===== src/rtl/audio_pkg.sv =====
// Shared types for the audio/host memory scheduler: access FSM states and grant owner.
package audio_pkg;

    typedef enum logic [1:0] {
        IDLE,
        ISSUE,
        WAIT
    } sched_state_e;

    typedef enum logic {
        AUD,
        HOST
    } owner_e;

endpackage


===== src/rtl/audio_sample_fifo.sv =====
// Audio prefetch FIFO: single-word push, two-word pop, synchronous flush.
// The two oldest words are always visible on rd_data0/rd_data1.
module audio_sample_fifo #(
    parameter int DATA_WIDTH = 16,
    parameter int FIFO_DEPTH = 8,
    parameter int LVL_W      = $clog2(FIFO_DEPTH) + 1
) (
    input  logic                  iCLK_18_4,
    input  logic                  iRST_N,
    input  logic                  flush,
    input  logic                  push,
    input  logic [DATA_WIDTH-1:0] push_data,
    input  logic                  pop2,
    output logic [DATA_WIDTH-1:0] rd_data0,
    output logic [DATA_WIDTH-1:0] rd_data1,
    output logic [LVL_W-1:0]      level
);

    localparam int PTR_W = $clog2(FIFO_DEPTH);

    logic [DATA_WIDTH-1:0] mem [FIFO_DEPTH];
    logic [PTR_W-1:0]      wr_ptr;
    logic [PTR_W-1:0]      rd_ptr;
    logic [PTR_W-1:0]      rd_ptr_nx;

    assign rd_ptr_nx = rd_ptr + 1'b1;
    assign rd_data0  = mem[rd_ptr];
    assign rd_data1  = mem[rd_ptr_nx];

    always_ff @(posedge iCLK_18_4 or negedge iRST_N) begin
        if (!iRST_N) begin
            wr_ptr <= '0;
            rd_ptr <= '0;
            level  <= '0;
        end else if (flush) begin
            wr_ptr <= '0;
            rd_ptr <= '0;
            level  <= '0;
        end else begin
            if (push)
                wr_ptr <= wr_ptr + 1'b1;
            if (pop2)
                rd_ptr <= rd_ptr + PTR_W'(2);
            // push and pop in one cycle net to level-1
            level <= level + LVL_W'(push) - (pop2 ? LVL_W'(2) : '0);
        end
    end

    always_ff @(posedge iCLK_18_4) begin
        if (push && !flush)
            mem[wr_ptr] <= push_data;
    end

endmodule


===== src/rtl/audio_mem_sched.sv =====
// Shares one read-only sample memory between audio prefetch and a host requester,
// and hands a stereo L/R pair to the serializer on each frame strobe.
module audio_mem_sched
    import audio_pkg::*;
#(
    parameter int ADDR_WIDTH = 18,
    parameter int DATA_WIDTH = 16,
    parameter int DATA_NUM   = 262144,
    parameter int MEM_LAT    = 2,
    parameter int FIFO_DEPTH = 8,
    parameter int LOW_WM     = 4
) (
    input  logic                  iCLK_18_4,
    input  logic                  iRST_N,
    input  logic                  iAUD_EN,
    input  logic                  iFRAME_STB,
    input  logic                  iCLR_UNDR,
    input  logic                  iHOST_REQ,
    input  logic [ADDR_WIDTH-1:0] iHOST_ADDR,
    output logic                  oHOST_ACK,
    output logic [DATA_WIDTH-1:0] oHOST_DATA,
    output logic                  oMEM_RD,
    output logic [ADDR_WIDTH-1:0] oMEM_ADDR,
    input  logic [DATA_WIDTH-1:0] iMEM_DATA,
    output logic [DATA_WIDTH-1:0] oSMP_L,
    output logic [DATA_WIDTH-1:0] oSMP_R,
    output logic                  oUNDERRUN
);

    localparam int LVL_W = $clog2(FIFO_DEPTH) + 1;
    localparam int LAT_W = $clog2(MEM_LAT + 1);

    sched_state_e          state;
    owner_e                owner;
    logic [LAT_W-1:0]      lat_cnt;
    logic [ADDR_WIDTH-1:0] aud_addr;

    logic [LVL_W-1:0]      fifo_level;
    logic [DATA_WIDTH-1:0] fifo_rd0;
    logic [DATA_WIDTH-1:0] fifo_rd1;

    logic                  inflight;
    logic [LVL_W:0]        lvl_sum;
    logic                  aud_elig;
    logic                  aud_urgent;
    logic                  host_ok;
    logic                  capture;
    logic                  push;
    logic                  frame_ok;
    logic                  pop2;

    always_comb begin
        inflight   = (state != IDLE) && (owner == AUD);
        lvl_sum    = {1'b0, fifo_level} + {{LVL_W{1'b0}}, inflight};
        aud_elig   = iAUD_EN && (lvl_sum < (LVL_W + 1)'(FIFO_DEPTH));
        aud_urgent = aud_elig && (fifo_level < LVL_W'(LOW_WM));
        // request is still high during its own ACK cycle; don't serve it twice
        host_ok    = iHOST_REQ && !oHOST_ACK;
        capture    = (state == WAIT) && (lat_cnt == LAT_W'(MEM_LAT - 1));
        push       = capture && (owner == AUD) && iAUD_EN;
        frame_ok   = iFRAME_STB && iAUD_EN;
        pop2       = frame_ok && (fifo_level >= LVL_W'(2));
    end

    audio_sample_fifo #(
        .DATA_WIDTH (DATA_WIDTH),
        .FIFO_DEPTH (FIFO_DEPTH),
        .LVL_W      (LVL_W)
    ) u_fifo (
        .iCLK_18_4 (iCLK_18_4),
        .iRST_N    (iRST_N),
        .flush     (!iAUD_EN),
        .push      (push),
        .push_data (iMEM_DATA),
        .pop2      (pop2),
        .rd_data0  (fifo_rd0),
        .rd_data1  (fifo_rd1),
        .level     (fifo_level)
    );

    always_ff @(posedge iCLK_18_4 or negedge iRST_N) begin
        if (!iRST_N) begin
            state      <= IDLE;
            owner      <= AUD;
            lat_cnt    <= '0;
            aud_addr   <= '0;
            oMEM_RD    <= 1'b0;
            oMEM_ADDR  <= '0;
            oHOST_ACK  <= 1'b0;
            oHOST_DATA <= '0;
        end else begin
            oMEM_RD   <= 1'b0;
            oHOST_ACK <= 1'b0;
            case (state)
                IDLE: begin
                    if (aud_urgent || (aud_elig && !host_ok)) begin
                        owner     <= AUD;
                        oMEM_RD   <= 1'b1;
                        oMEM_ADDR <= aud_addr;
                        state     <= ISSUE;
                    end else if (host_ok) begin
                        owner     <= HOST;
                        oMEM_RD   <= 1'b1;
                        oMEM_ADDR <= iHOST_ADDR;
                        state     <= ISSUE;
                    end
                end
                ISSUE: begin
                    state   <= WAIT;
                    lat_cnt <= '0;
                    if (owner == AUD) begin
                        if (aud_addr == ADDR_WIDTH'(DATA_NUM - 1))
                            aud_addr <= '0;
                        else
                            aud_addr <= aud_addr + 1'b1;
                    end
                end
                WAIT: begin
                    if (capture) begin
                        state <= IDLE;
                        if (owner == HOST) begin
                            oHOST_ACK  <= 1'b1;
                            oHOST_DATA <= iMEM_DATA;
                        end
                    end else begin
                        lat_cnt <= lat_cnt + 1'b1;
                    end
                end
                default: state <= IDLE;
            endcase
            // playback off rewinds the stream; overrides the ISSUE increment
            if (!iAUD_EN)
                aud_addr <= '0;
        end
    end

    always_ff @(posedge iCLK_18_4 or negedge iRST_N) begin
        if (!iRST_N) begin
            oSMP_L    <= '0;
            oSMP_R    <= '0;
            oUNDERRUN <= 1'b0;
        end else begin
            if (!iAUD_EN) begin
                oSMP_L <= '0;
                oSMP_R <= '0;
            end else if (pop2) begin
                oSMP_L <= fifo_rd0;
                oSMP_R <= fifo_rd1;
            end
            if (frame_ok && !pop2)
                oUNDERRUN <= 1'b1;
            else if (iCLR_UNDR)
                oUNDERRUN <= 1'b0;
        end
    end

endmodule


===== config.mk =====
export PLATFORM = sky130hd
export DESIGN_NAME = audio_mem_sched
export DESIGN_NICKNAME = d
export VERILOG_FILES = /design/src/rtl/audio_pkg.sv /design/src/rtl/audio_sample_fifo.sv /design/src/rtl/audio_mem_sched.sv
export SDC_FILE = /design/constraint.sdc
export NUM_CORES = 1
export LEC_CHECK = 0
export ABC_AREA = 1
export ABC_CLOCK_PERIOD_IN_PS = 3490
export BUFFER_PORTS_ARGS = -buffer_cell sky130_fd_sc_hd__buf_2
export CORE_MARGIN = 5
export CORE_UTILIZATION = 35
export CTS_CLUSTER_SIZE = 16
export DETAILED_ROUTE_END_ITERATION = 8
export GPL_ROUTABILITY_DRIVEN = 0
export PLACE_DENSITY = 0.64
export SLEW_MARGIN = 20
export SYNTH_ARGS = -nofsm -noshare
export SYNTH_HDL_FRONTEND = slang
export SYNTH_SLANG_ARGS = --single-unit

===== constraint.sdc =====
create_clock -name iCLK_18_4 -period 3.49 [get_ports iCLK_18_4]
set_clock_uncertainty 0.05 [all_clocks]
set_input_delay 0.1745 -clock iCLK_18_4 [delete_from_list [all_inputs] [get_ports iCLK_18_4]]
set_output_delay 0.1745 -clock iCLK_18_4 [all_outputs]
set_load 0.1 [all_outputs]

==> summary.txt, run 1 <==
Die
  • Row cnt: 60
  • Initial Utilization: 35.45%
  • # IOs: 109
  • Die Wd: 175.2 µm
  • Die ar.: 30710 µm²
  • Core Area: 26950 µm²
  • Die Ht: 175.2 µm

Timing
  • Slew margin rel.: 44.83%
  • Min Tclk post-route: 2389 ps
  • RSZ-0062 raised after global routing: false
  • Slew @ Worst Pin: 825.5 ps
  • Min Hold Slack: 219.3 ps
  • Setup TNS: 0 ps
  • Fmax: 0.4186 GHz
  • Final Slew Violations: 0
  • Final worst-path cycle share: 68.45%
  • Final Hold Fails: 0
  • # setup viols final: 0

CTS
  • Clk root buf: clkbuf_16
  • CTS tree: built
  • Clock transition at path regs: 60 ps
  • # Post-CTS Setup Buffers: 0
  • Clock sinks: 229
  • Buffer depth of the longest clock path: 3
  • H-tree depth: 1
  • Clk_lat worst skew: 530 ps
  • Num CTS Buffers: 25

Drt
  • Post-DRT Antenna Nets: 0
  • Initial DRT Pass Iterations: 5
  • Initial DRC count: 478
  • Vias/cell: 4.918
  • Aggregate routed wire length: 23.35 mm
  • Residual DRC: 0
  • Vias after detailed routing: 6978
  • Wirelength per Cell: 16.45 µm

Layout
  • Layout cells sized above 1: 17.35%
  • N_diodes: 0
  • Layout net count: 1108
  • Syn-to-layout area delta: 22.18%
  • Non-Filler Instances: 1419

Synth
  • Mapped cell area: 9555 µm²
  • Post-synthesis cell count: 915
  • Synth Net Count: 964
  • Seq/Total Area, Yosys: 66.68%
  • #FFs+latches synth: 229
  • Yosys cell types: 29
  • Yosys top cell by area: edfxtp_1
  • Avg Inst Size Synth: 10.44 µm²
  • Synth warn: 0
  • Synth top area cells: edfxtp_1, dfrtp_1, nand2_1, nand3_1, o21ai_0
  • Top-area cell type share of the netlist area: 40.23%

Global route
  • First-pass GRT wire length: 38.12 mm
  • Overall global routing resource usage: 15.27%
  • Vias in the first global route: 7056
  • Overflow after GRT: 0
  • Initial antenna violation count: 0
  • Largest net degree at the start of global routing: 74

Power
  • Power Density: 855.2 nW/µm²
  • Leakage power: 5.087 nW
  • Peak supply drop: 1.038 mV
  • Post-layout power: 9.984 mW

Place
  • DP HPWL: 14.43 mm
  • IO Port Bufs: 108
  • DP Cell Count: 1335

Critical path
  • Startpoint Class: flop
  • CP required: 3670 ps
  • CP arrival: 2570 ps
  • Setup crit end kind: flop
  • Crit path max fanout: 10
  • CP Class: reg2reg

Hold path
  • Worst Hold Class: in2async

Outcome
  • Outcome: complete, no violations

Flow run
  • Max cap viols: 0
==> state kept, by name, summed over array words and instances (netlist names) <==
| signal | cells |
|---|---|
| lat_cnt | 2 |
| oMEM_ADDR | 18 |
| owner | 1 |
| oSMP_R | 16 |
| u_fifo.level | 4 |
| oSMP_L | 16 |
| oHOST_DATA | 16 |
| oHOST_ACK | 1 |
| u_fifo.wr_ptr | 3 |
| aud_addr | 18 |
| u_fifo.mem | 128 |
| state | 2 |
| oUNDERRUN | 1 |
| u_fifo.rd_ptr | 2 |
| oMEM_RD | 1 |
==> logic make-up (layout without fill, tap and decap cells) <==
family                   after synthesis  after routing  synth area share [%]
adder cells (fa/ha/maj)                9              9                 1.178
AO/OA/AOI/OAI                        119            119                 6.756
AND/OR/NAND/NOR                      457            457                 20.41
XOR/XNOR                               9              9                0.8250
buffers and inverters                 92            255                 4.151
flip-flops                           229            229                 66.68
==> stage by stage <==
step	setup WS, ps	cell area (µm²)	utilization [%]
after global routing	918.5	11670	43.32
after CTS	1072	11670	43.32
final	1101	11670	43.32
after detailed placement	1070	10460	38.82
after global placement	1156	10460	38.82
after floorplan	833.1	9555	-
==> area by class of cell <==
class	count	area, µm²
Fill cell	2520	15280
Timing Repair Buffer	168	1089
Sequential cell	229	6371
Clock buffer	37	740.7
Inverter	41	153.9
Tap cell	341	426.7
Clock inverter	9	92.59
Multi-Input combinational cell	594	2801
==> metal layers <==
metal	vias to the layer above	track usage [%]	share of wire (%)
li1	3433	-	-
met4	0	2.848	1.5
met5	-	0	0
met1	3351	20.73	44
met2	166	26.18	48
met3	28	2.466	5.8
==> power breakdown <==
| group | internal, mW | total, mW | switching, mW |
|---|---|---|---|
| clock | 1.56 | 2.63 | 1.07 |
| sequential | 3.22 | 3.41 | 0.192 |
| combinational | 0.653 | 3.95 | 3.29 |
==> Yosys cell counts <==
cell / instances
a21oi_1: 5
buf_1: 3
buf_2: 17
buf_4: 2
buf_6: 3
clkbuf_1: 26
clkinv_1: 1
dfrtp_1: 101
edfxtp_1: 128
ha_1: 9
inv_1: 36
inv_2: 4
nand2_1: 218
nand2_2: 3
nand3_1: 94
nand3_2: 1
nand3_4: 1
nand3b_1: 2
nand4_1: 25
nor2_1: 104
nor2_2: 3
nor3_1: 5
nor3_2: 1
o21ai_0: 78
o21bai_1: 2
o22ai_1: 33
o32ai_1: 1
xnor2_1: 2
xor2_1: 7
==> critical path, cell delays in order, from the launching register on <==
cell and delay, ps:
dfrtp_1 410, nor2_1 250, nand3_1 130, nor2_1 230
nand2_1 170, nor2_1 530, buf_4 310
==> repair_timing <==
| action | 4_1_cts | 5_1_grt |
|---|---|---|
| hold endpoints to repair | 221 | 0 |
| resized for setup | 0 | 0 |
| hold buffers | 38 | 0 |
==> final timing paths <==
path,startpoint,to,slack (ps),cells after the start
worst min register to register,oHOST_DATA[3],oHOST_DATA[3],430,2
worst max register to register,state[0],u_fifo.mem[5][14],1100,6
max in group asynchronous,iRST_N,oHOST_DATA[10],2330,3
min in group iCLK_18_4,iHOST_REQ,oMEM_ADDR[17],350,10
worst min-delay path,iRST_N,oSMP_L[1],220,2
worst max-delay path,state[0],u_fifo.mem[5][14],1100,6
==> cells in the final DEF (no fill, tap or decap), drive strengths merged <==
master	count
nand2	221
buf	130
edfxtp	128
nor2	107
dfrtp	101
nand3	96
o21ai	78
inv	43
dlygate4sd3	38
clkbuf	37
o22ai	33
nand4	25
ha	9
xor2	7
clkinv	6
nor3	6
a21oi	5
nand3b	2
xnor2	2
o21bai	2
o32ai	1
bufinv	1
Note: power is estimated with default switching activity, not from simulation.
==> run 2, diff against run 1 <==
--- a/config.mk
+++ b/config.mk
@@ -5,8 +5,8 @@
 export SDC_FILE = /design/constraint.sdc
 export NUM_CORES = 1
 export LEC_CHECK = 0
-export ABC_AREA = 1
-export ABC_CLOCK_PERIOD_IN_PS = 3490
+export ABC_AREA = 0
+export ABC_CLOCK_PERIOD_IN_PS = 2400
 export BUFFER_PORTS_ARGS = -buffer_cell sky130_fd_sc_hd__buf_2
 export CORE_MARGIN = 5
 export CORE_UTILIZATION = 35
==> constraint.sdc (replaced) <==
create_clock -name iCLK_18_4 -period 2.4 [get_ports iCLK_18_4]
set_clock_uncertainty 0.05 [all_clocks]
set_input_delay 0.12 -clock iCLK_18_4 [delete_from_list [all_inputs] [get_ports iCLK_18_4]]
set_output_delay 0.12 -clock iCLK_18_4 [all_outputs]
set_load 0.1 [all_outputs]
==> summary.txt, run 2 <==
Drt
  • Initial DRC count: 446 (-6.7%)
  • Post-DRT Antenna Nets: 0 (unchanged)
  • Vias after detailed routing: 6035 (-14%)
  • Wirelength per Cell: 18.02 µm (+9.6%)
  • Vias/cell: 5.012 (+1.9%)
  • Aggregate routed wire length: 21.70 mm (-7.0%)
  • Residual DRC: 0 (unchanged)
  • Initial DRT Pass Iterations: 5 (unchanged)

Critical path
  • Startpoint Class: flop
  • CP arrival: 2620 ps (+50 ps)
  • CP required: 2780 ps (-890 ps)
  • Crit path to: aud_addr[16]
  • Worst Reg2Reg Path Length in Cells: 4 (-2)
  • Setup crit end kind: flop
  • R2R Path Start: state[1]
  • Flop-to-flop setup slack: 170 ps (-930 ps)
  • Crit path max fanout: 10 (unchanged)
  • CP startpoint: state[1]
  • Worst r2r dst: aud_addr[16]
  • CP Class: reg2reg

Timing
  • RSZ-0062 raised after global routing: false
  • Slew margin rel.: 54.63% (+9.8 points)
  • Final Hold Fails: 0 (unchanged)
  • Fmax: 0.4480 GHz (+7.0%)
  • Final worst-path cycle share: 93.01% (+25 points)
  • # setup viols final: 0 (unchanged)
  • Min Hold Slack: 98.27 ps (-121.0 ps)
  • Final Slew Violations: 0 (unchanged)
  • Min Tclk post-route: 2232 ps (-156.6 ps)
  • Slew @ Worst Pin: 680.6 ps (-144.9 ps)
  • Setup ws final: 167.8 ps (-933.4 ps)
  • Setup TNS: 0 ps (unchanged)

Synth
  • Post-Synth Adder-Cell Area: 1.205% (+0.027 points)
  • Largest family of logic cells by synthesized area: simple AND/OR/NAND/NOR gates
  • Synth Area in Compound Gates: 7.806% (+1.0 points)
  • #FFs+latches synth: 229 (unchanged)
  • Mapped cell area: 9345 µm² (-2.2%)
  • Synth Area in XOR/XNOR: 1.218% (+0.39 points)
  • Post-synthesis mux area share: 8.140% (+8.1 points)
  • Asr flop ratio synth: 44.10% (unchanged)
  • Primary FF master, synth: edfxtp_1
  • Seq/Total Area, Yosys: 68.18% (+1.5 points)
  • Avg Inst Size Synth: 13.70 µm² (+31%)
  • Top-area cell type share of the netlist area: 41.13% (+0.90 points)
  • Yosys top cell by area: edfxtp_1
  • Synth Area in Simple Gates: 10.44% (-10 points)
  • EDFF count, synth: 128 (unchanged)
  • Synth top cells by count: nand2_1, edfxtp_1, dfrtp_1
  • Most frequent cell after synthesis: nand2_1
  • Synth Net Count: 731 (-24%)
  • Synth top area cells: edfxtp_1, dfrtp_1, mux4_2, nand2_1, o21ai_0
  • Synth warn: 0 (unchanged)
  • Yosys cell types: 51 (+76%)
  • Post-synthesis cell count: 682 (-25%)

Flow run
  • Max cap viols: 0 (unchanged)

Die
  • Initial Utilization: 35.66% (+0.21 points)
  • # IOs: 109 (unchanged)
  • Row cnt: 59 (-1.7%)
  • Core Area: 26210 µm² (-2.8%)
  • Die Wd: 173.4 µm (-1.0%)
  • Die Ht: 173.4 µm (-1.0%)
  • Die ar.: 30070 µm² (-2.1%)

Layout
  • Syn-to-layout area delta: 26.36%
  • Most frequent cells in the layout: nand2_1, edfxtp_1, buf_2, dfrtp_1, dlygate4sd3_1
  • Biggest regs: u_fifo.mem x128, aud_addr x18, oMEM_ADDR x18
  • Layout net count: 899 (-19%)
  • Util after Layout: 45.06% (+1.7 points)
  • Most common cell after layout, fill and taps aside: nand2_1
  • Non-Filler Instances: 1204 (-15%)
  • Largest register FFs: 128 (unchanged)
  • Reg with most FFs: u_fifo.mem
  • Layout cells sized above 1: 27.04% (+9.7 points)
  • N_diodes: 0 (unchanged)

Global route
  • Initial antenna violation count: 0 (unchanged)
  • First-pass GRT wire length: 35.54 mm (-6.8%)
  • Largest net degree at the start of global routing: 65 (-12%)
  • Vias in the first global route: 6360 (-9.9%)
  • Overall global routing resource usage: 14.46% (-0.82 points)
  • Overflow after GRT: 0 (unchanged)

Place
  • Worst slack, placed: 159.6 ps (-910.9 ps)
  • DP Cell Count: 1119 (-16%)
  • IO Port Bufs: 108 (unchanged)
  • DP HPWL: 14.11 mm (-2.2%)

CTS
  • Buffer depth of the longest clock path: 3 (unchanged)
  • CTS tree: built
  • Clk_lat worst skew: 530 ps (about the same)
  • H-tree depth: 1 (unchanged)
  • Num CTS Buffers: 25 (unchanged)
  • Clock transition at path regs: 60 ps (about the same)
  • Clock sinks: 229 (unchanged)
  • Clk root buf: clkbuf_16

Power
  • Leakage power: 4.598 nW (-9.6%)
  • Power Density: 1202 nW/µm² (+41%)
  • Peak supply drop: 1.145 mV (+10%)

Hold path
  • Worst Hold Class: in2async

Outcome
  • Outcome: complete, no violations
[run 2: changes by cell type after synthesis, sizes merged, moves of 7 or more]
cell     change
nor2        -81
o21ai       -42
mux4        +32
o2111ai     +18
o221ai      +18
nand2b       +7
nand2       -74
o22ai       -32
nand3       -91
nand4       -19
inv         -12
buf         -14
[run 2: worst min path at each step]
stage	startpoint	slack (ps)	cells past startpoint	to
floorplan	iRST_N	-230	0	aud_addr[0]
global placement	iRST_N	110	1	oHOST_DATA[2]
detailed placement	iRST_N	120	1	oHOST_DATA[2]
CTS	iRST_N	110	2	oHOST_DATA[2]
global route	iRST_N	150	2	oSMP_L[14]
finish	iRST_N	100	2	oHOST_DATA[14]
[run 2: per-stage QoR]
stage	power [mW]	cell area, µm²
after floorplan	9.315	9393
after global placement	10.28	10580
after detailed placement	10.34	10580
final	14.20	11810
after CTS	14.31	11810
after global routing	14.81	11810
[run 2: routing by layer]
metal	up-vias	wire length, µm	GRT usage, %
met5	-	0	0
met4	0	225	2.527
met3	19	969	2.268
met2	141	10790	24.94
met1	3033	9721	19.71
li1	2842	-	-
[run 2: kinds of logic (layout without fill, tap and decap cells)]
| family | count (synthesis) | count (layout) |
|---|---|---|
| fa+ha+maj | 9 | 9 |
| compound gates | 104 | 104 |
| flops | 229 | 229 |
| mux | 36 | 36 |
| buf+inv | 70 | 257 |
| xor+xnor | 13 | 13 |
| simple gates | 221 | 221 |
[run 2: what timing repair did]
action / in CTS / in global routing
endpoints found under the hold margin: 206 / 0
hold buffers: 39 / 0
setup endpoints to repair: 0 / 11
setup buffers: 0 / 0
resized for setup: 0 / 1
[run 2: final cells by class]
cell class	count	area, µm²
inverters	29	108.9
well taps	335	419.2
clock buffers	36	718.2
fillers	2303	14400
multi-input cells	383	2758
repair buffers	182	1309
clock inverters	10	122.6
flip-flops and latches	229	6374
[run 2: power breakdown]
part | leakage (nW) | internal (mW) | switching [mW] | total (mW)
clock | 0.417 | 2.32 | 1.57 | 3.89
combinational | 1.70 | 1.16 | 4.20 | 5.36
sequential | 2.48 | 4.65 | 0.298 | 4.95
total | 4.60 | 8.13 | 6.07 | 14.2
[run 2: worst max-delay path, cell delays in order, from the launching register on]
cell     delay, ps
dfrtp_1        480
or3b_1         510
or3_4          470
or4_1          470
a21oi_1        180
